`config.mk`:
```
export PLATFORM = sky130hd
export DESIGN_NAME = alu_seq_top
export DESIGN_NICKNAME = d
export VERILOG_FILES = /design/src/rtl/alu_seq_top.sv
export SDC_FILE = /design/constraint.sdc
export NUM_CORES = 1
export LEC_CHECK = 0
export ABC_AREA = 1
export CAP_MARGIN = 20
export CORE_ASPECT_RATIO = 2
export CORE_MARGIN = 2
export CORE_UTILIZATION = 42
export DETAILED_ROUTE_END_ITERATION = 7
export PLACE_DENSITY = 0.64
export SLEW_MARGIN = 20
export SYNTH_ARGS = -nofsm -noshare
export SYNTH_HDL_FRONTEND = slang
export SYNTH_SLANG_ARGS = --single-unit
```
`constraint.sdc`:
```
create_clock -name i_clk -period 3.4 [get_ports i_clk]
set_input_delay 0.51 -clock i_clk [delete_from_list [all_inputs] [get_ports i_clk]]
set_output_delay 0.51 -clock i_clk [all_outputs]
set_load 0.05 [all_outputs]
```
`src/rtl/alu_seq_top.sv`:
```
// Sequential ALU top: edge-triggered operand/opcode loading from a shared bus,
// one-cycle execute with registered result, flags and optional accumulator chaining.
module alu_seq_top #(
  parameter int NB_DATA  = 8,
  parameter int NB_OP    = 6,
  parameter int NB_SHAMT = $clog2(NB_DATA)
) (
  input  logic               i_clk,
  input  logic               i_reset,
  input  logic [NB_DATA-1:0] i_data,
  input  logic               i_enable_1,
  input  logic               i_enable_2,
  input  logic               i_enable_3,
  input  logic               i_chain,
  output logic [NB_DATA-1:0] o_led_data,
  output logic               o_led_carry,
  output logic               o_led_zero,
  output logic               o_led_overflow,
  output logic               o_led_error,
  output logic               o_valid,
  output logic [2:0]         o_loaded
);

  localparam logic [NB_OP-1:0] OP_ADD = NB_OP'(6'b100000);
  localparam logic [NB_OP-1:0] OP_SUB = NB_OP'(6'b100010);
  localparam logic [NB_OP-1:0] OP_AND = NB_OP'(6'b100100);
  localparam logic [NB_OP-1:0] OP_OR  = NB_OP'(6'b100101);
  localparam logic [NB_OP-1:0] OP_XOR = NB_OP'(6'b100110);
  localparam logic [NB_OP-1:0] OP_NOR = NB_OP'(6'b100111);
  localparam logic [NB_OP-1:0] OP_SRL = NB_OP'(6'b000010);
  localparam logic [NB_OP-1:0] OP_SRA = NB_OP'(6'b000011);

  typedef enum logic {COLLECT, EXEC} state_t;

  state_t             state_q, state_d;
  logic [NB_DATA-1:0] a_q, a_d, b_q, b_d;
  logic [NB_OP-1:0]   op_q, op_d;
  logic [NB_DATA-1:0] res_q, res_d;
  logic               carry_q, carry_d;
  logic               zero_q, zero_d;
  logic               ovf_q, ovf_d;
  logic               err_q, err_d;
  logic               valid_q, valid_d;
  logic [2:0]         mask_q, mask_d;
  logic [2:0]         prev_q, prev_d;

  logic [2:0]          en, rise;
  logic [NB_DATA:0]    sum_add, sum_sub;
  logic [NB_DATA-1:0]  alu_r;
  logic                alu_c, alu_v, alu_e;
  logic [NB_SHAMT-1:0] shamt;
  logic                sa, sb, sr;

  assign en    = {i_enable_3, i_enable_2, i_enable_1};
  assign rise  = en & ~prev_q;
  assign shamt = b_q[NB_SHAMT-1:0];
  assign sa    = a_q[NB_DATA-1];
  assign sb    = b_q[NB_DATA-1];
  assign sr    = alu_r[NB_DATA-1];

  always_comb begin
    sum_add = {1'b0, a_q} + {1'b0, b_q};
    sum_sub = {1'b0, a_q} + {1'b0, ~b_q} + {{NB_DATA{1'b0}}, 1'b1};
    alu_r   = '0;
    alu_c   = 1'b0;
    alu_v   = 1'b0;
    alu_e   = 1'b0;
    case (op_q)
      OP_ADD: begin
        alu_r = sum_add[NB_DATA-1:0];
        alu_c = sum_add[NB_DATA];
        alu_v = (sa == sb) && (sr != sa);
      end
      OP_SUB: begin
        alu_r = sum_sub[NB_DATA-1:0];
        alu_c = sum_sub[NB_DATA];
        alu_v = (sa != sb) && (sr != sa);
      end
      OP_AND:  alu_r = a_q & b_q;
      OP_OR:   alu_r = a_q | b_q;
      OP_XOR:  alu_r = a_q ^ b_q;
      OP_NOR:  alu_r = ~(a_q | b_q);
      OP_SRL:  alu_r = a_q >> shamt;
      OP_SRA:  alu_r = $unsigned($signed(a_q) >>> shamt);
      default: alu_e = 1'b1;
    endcase
  end

  always_comb begin
    a_d     = a_q;
    b_d     = b_q;
    op_d    = op_q;
    res_d   = res_q;
    carry_d = carry_q;
    zero_d  = zero_q;
    ovf_d   = ovf_q;
    err_d   = err_q;
    valid_d = 1'b0;
    prev_d  = en;
    mask_d  = mask_q | rise;
    if (state_q == EXEC) begin
      res_d   = alu_r;
      carry_d = alu_c;
      zero_d  = (alu_r == '0);
      ovf_d   = alu_v;
      err_d   = alu_e;
      valid_d = 1'b1;
      mask_d  = {2'b00, i_chain} | rise;
      if (i_chain) a_d = alu_r;
    end
    // A fresh load edge takes priority over the chained write-back
    if (rise[0]) a_d = i_data;
    if (rise[1]) b_d = i_data;
    if (rise[2]) op_d = i_data[NB_DATA-1 -: NB_OP];
    state_d = (mask_d == 3'b111) ? EXEC : COLLECT;
  end

  always_ff @(posedge i_clk or posedge i_reset) begin
    if (i_reset) begin
      state_q <= COLLECT;
      a_q     <= '0;
      b_q     <= '0;
      op_q    <= '0;
      res_q   <= '0;
      carry_q <= 1'b0;
      zero_q  <= 1'b0;
      ovf_q   <= 1'b0;
      err_q   <= 1'b0;
      valid_q <= 1'b0;
      mask_q  <= 3'b000;
      prev_q  <= 3'b000;
    end else begin
      state_q <= state_d;
      a_q     <= a_d;
      b_q     <= b_d;
      op_q    <= op_d;
      res_q   <= res_d;
      carry_q <= carry_d;
      zero_q  <= zero_d;
      ovf_q   <= ovf_d;
      err_q   <= err_d;
      valid_q <= valid_d;
      mask_q  <= mask_d;
      prev_q  <= prev_d;
    end
  end

  assign o_led_data     = res_q;
  assign o_led_carry    = carry_q;
  assign o_led_zero     = zero_q;
  assign o_led_overflow = ovf_q;
  assign o_led_error    = err_q;
  assign o_valid        = valid_q;
  assign o_loaded       = mask_q;

endmodule

```
==> out/metrics.cfg <==
[outcome]
outcome = completed

[logic_synthesis]
synth-compound-area-share = 0.105
syn_area_per_cell_um2 = 6.66
synth_top_family_by_area = simple AND/OR/NAND/NOR gates
post-synth-top-area-fraction = 0.306
postSynth.asyncResetShare = 1.00
syn_area_um2 = 3440
yosys_most_used_dff = dfrtp_1
yosysMostFrequentCell = nand2_1
postSynthRegisterBits = 42
synth.cells.most_frequent = nand2_1 (152), nand3_1 (65), inv_1 (61)
synth_mux_area_frac = 0
syn_inst = 516
synth.yosys.warnings = 0
ys_seq_area_frac = 0.306
ys_top_cells_by_area = dfrtp_1 (31%), nand2_1 (17%), nand3_1 (9.5%), ha_1 (8.7%), inv_1 (6.7%)
yosys.area.top_type = dfrtp_1
synth_enable_flop_cells = 0
yosys.cell_types.count = 35
synth_fa_ha_area_frac = 0.0990
synth_nets = 556
yosys.area_share.simple = 0.385
synth_xor_area_frac = 0.00255

[route]
dr_total_vias = 3452
remaining_drc_errors = 0
route.detailed.wl_per_inst_um = 17.5
drtAntennaViolNets = 0
total_wire_length_mm = 11.2
avgViaCountPerCell = 5.39
1st_iter_drt_viols = 222
drtPass1Iterations = 5

[min_path]
holdPathStages = 2
holdCritPathClass = reg -> reg

[finish]
nNetsFinal = 583
layout.core_utilization = 0.494
post_route_cells_drive_above_1_share = 0.0662
flow.area_growth_from_synthesis_pct = 14.0
antenna-diode-count = 0

[place]
detailedPlacementHpwl_mm = 9.24
replace_congestion = 0.969
io_buffers = 29

[timing]
highest_achievable_clock_rate_mhz = 360
grt_setup_unrepaired = false
report.final.slew_viol_count = 0
fin_hold_ws_ns = 0.477
setup_viol_count_final = 0
timing.setup.tns_ns = 0
finClkSkew_ns = 0.00659
tightestPinTransition_ns = 0.609
slew_headroom = 0.591
finalHoldViolCount = 0
fin_crit_sh = 0.816
layout_min_cycle_time_ns = 2.78

[worst_setup_path]
critical-path-max-stage-delay_ns = 0.61
reg2reg_path_depth = 12
cp-end-kind = register
library_cell_contributing_the_largest_single_delay_on_the_critical_path = dfrtp_1
worst_setup_path_start_kind = register
timing.critical_path.arrival_ns = 2.99
critical_path.max_fanout = 11
cp_cell_sequence = ha_1 -> inv_1 -> fa_1 -> inv_1 -> nand2_1 -> nand3_1 -> o21ai_0 -> nor2_1 -> nand2_1 -> nor2_1 -> nand2_1 -> o21bai_1
worst_path_most_repeated_cell = nand2_1
crit_required_ns = 3.61
crit_type = reg -> reg

[global_route]
grt_max_degree = 26
track_usage = 0.267
grt_first_pass_wirelength_mm = 17.5
first_global_vias = 3411
grt-ovfl-total = 0
antenna_found_initial = 0

[clocking]
clock_latency_at_the_later_pin_of_the_worst_skew_pair_ns = 0.29
tritoncts.num_buffers = 5
clock_tree.htree_level_count = 2
tritoncts = built
post-cts-setup-buffer-count = 0
clock_sink_count = 42
post_cts_hold_buffers = 0
max-clock-path-buffers = 2
clk_root_buffer_cell = clkbuf_16
cts_resized = 0
cts_clock_pin_slew_for_the_worst_setup_and_hold_paths_ns = 0.06

[floorplan]
chipHeight_um = 132
core-area_um2 = 7940
placement_rows = 46
design.portCount = 30
die_w_um = 68.0
die_area_um2 = 8970
initial_utilization = 0.433

[power_and_ir_drop]
power.density_nw_per_um2 = 740
maximum_vdd_ir_drop_v = 0.000511
leakagePower_nw = 2.01

[job]
number_of_max_cap_violations = 0

## layout by cell type (no fill, tap or decap), drive strengths merged, types with 2 or more instances in the layout
master	instances
a21oi	11
a31oi	3
buf	3
clkbuf	6
clkdlybuf4s50	29
clkinv	3
dfrtp	42
fa	2
ha	24
inv	68
nand2	158
nand3	66
nand3b	7
nand4	4
nor2	62
nor3	4
o21a	2
o21ai	39
o21bai	2
o22ai	5
## cell type report
cell class | count | area, µm²
well taps | 96 | 120
clock buffers | 6 | 129
inverters | 69 | 262
multi-input cells | 393 | 2030
fillers | 819 | 4020
clock inverters | 2 | 13.8
flip-flops and latches | 42 | 1050
repair buffers | 32 | 313
## final timing paths
kind	start	to	slack, ns
worst max-delay path	b_q[0]$_DFFE_PP0P_	o_led_zero$_DFFE_PP0P_	0.62
worst min-delay path	o_led_data[1]$_DFFE_PP0P_	o_led_data[1]$_DFFE_PP0P_	0.48
worst max register to register	b_q[0]$_DFFE_PP0P_	o_led_zero$_DFFE_PP0P_	0.62
worst min register to register	o_led_data[1]$_DFFE_PP0P_	o_led_data[1]$_DFFE_PP0P_	0.48
max in group asynchronous	i_reset	b_q[2]$_DFFE_PP0P_	2.18
min in group asynchronous	i_reset	o_led_data[3]$_DFFE_PP0P_	0.52
## cells by family after synthesis
group                      count (synthesis)
and+or+nand+nor                          302
buffers and inverters                     81
AOI/OAI and AO/OA                         64
DFF                                       42
adders and majority gates                 26
xor gates and xnor gates                   1
## critical path, delay by kind of cell, from the launching register on
family / cells / cell delay (ns)
AND/OR/NAND/NOR: 6 / 0.82
adder cells (fa/ha/maj): 2 / 0.79
AO/OA/AOI/OAI: 2 / 0.23
flip-flops: 1 / 0.61
buffers and inverters: 2 / 0.24
## sequential cells by signal, summed over array words and instances (netlist names)
name            cells
b_q                 8
op_q                6
o_loaded            3
a_q                 8
o_led_data          8
o_led_error         1
o_led_zero          1
prev_q              3
o_led_overflow      1
state_q             1
o_valid             1
o_led_carry         1
## report_power, final
part | leakage (nW) | total [W] | internal (W) | switching (W)
sequential | 0.523 | 0.000800 | 0.000643 | 0.000157
combinational | 1.41 | 0.00163 | 0.000525 | 0.00111
clock | 0.0708 | 0.000467 | 0.000272 | 0.000195
## routing by layer
| layer | wire (µm) | global-route usage |
|---|---|---|
| met5 | 0 | 0 |
| met4 | 720 | 0.171 |
| met3 | 272 | 0.0256 |
| met2 | 6010 | 0.464 |
| met1 | 4210 | 0.291 |
## per-stage QoR
step | cells | cell area (µm²) | worst slack (ns) | power (W)
after CTS | 640 | 3920 | 0.710 | 0.00291
final | 640 | 3920 | 0.625 | 0.00290
after floorplan | 516 | 3440 | 1.49 | 0.00194
after global placement | 632 | 3780 | 0.776 | 0.00241
after global routing | 640 | 3920 | 0.510 | 0.00311
after detailed placement | 632 | 3780 | 0.723 | 0.00243
(Power assumes the default switching activity.)
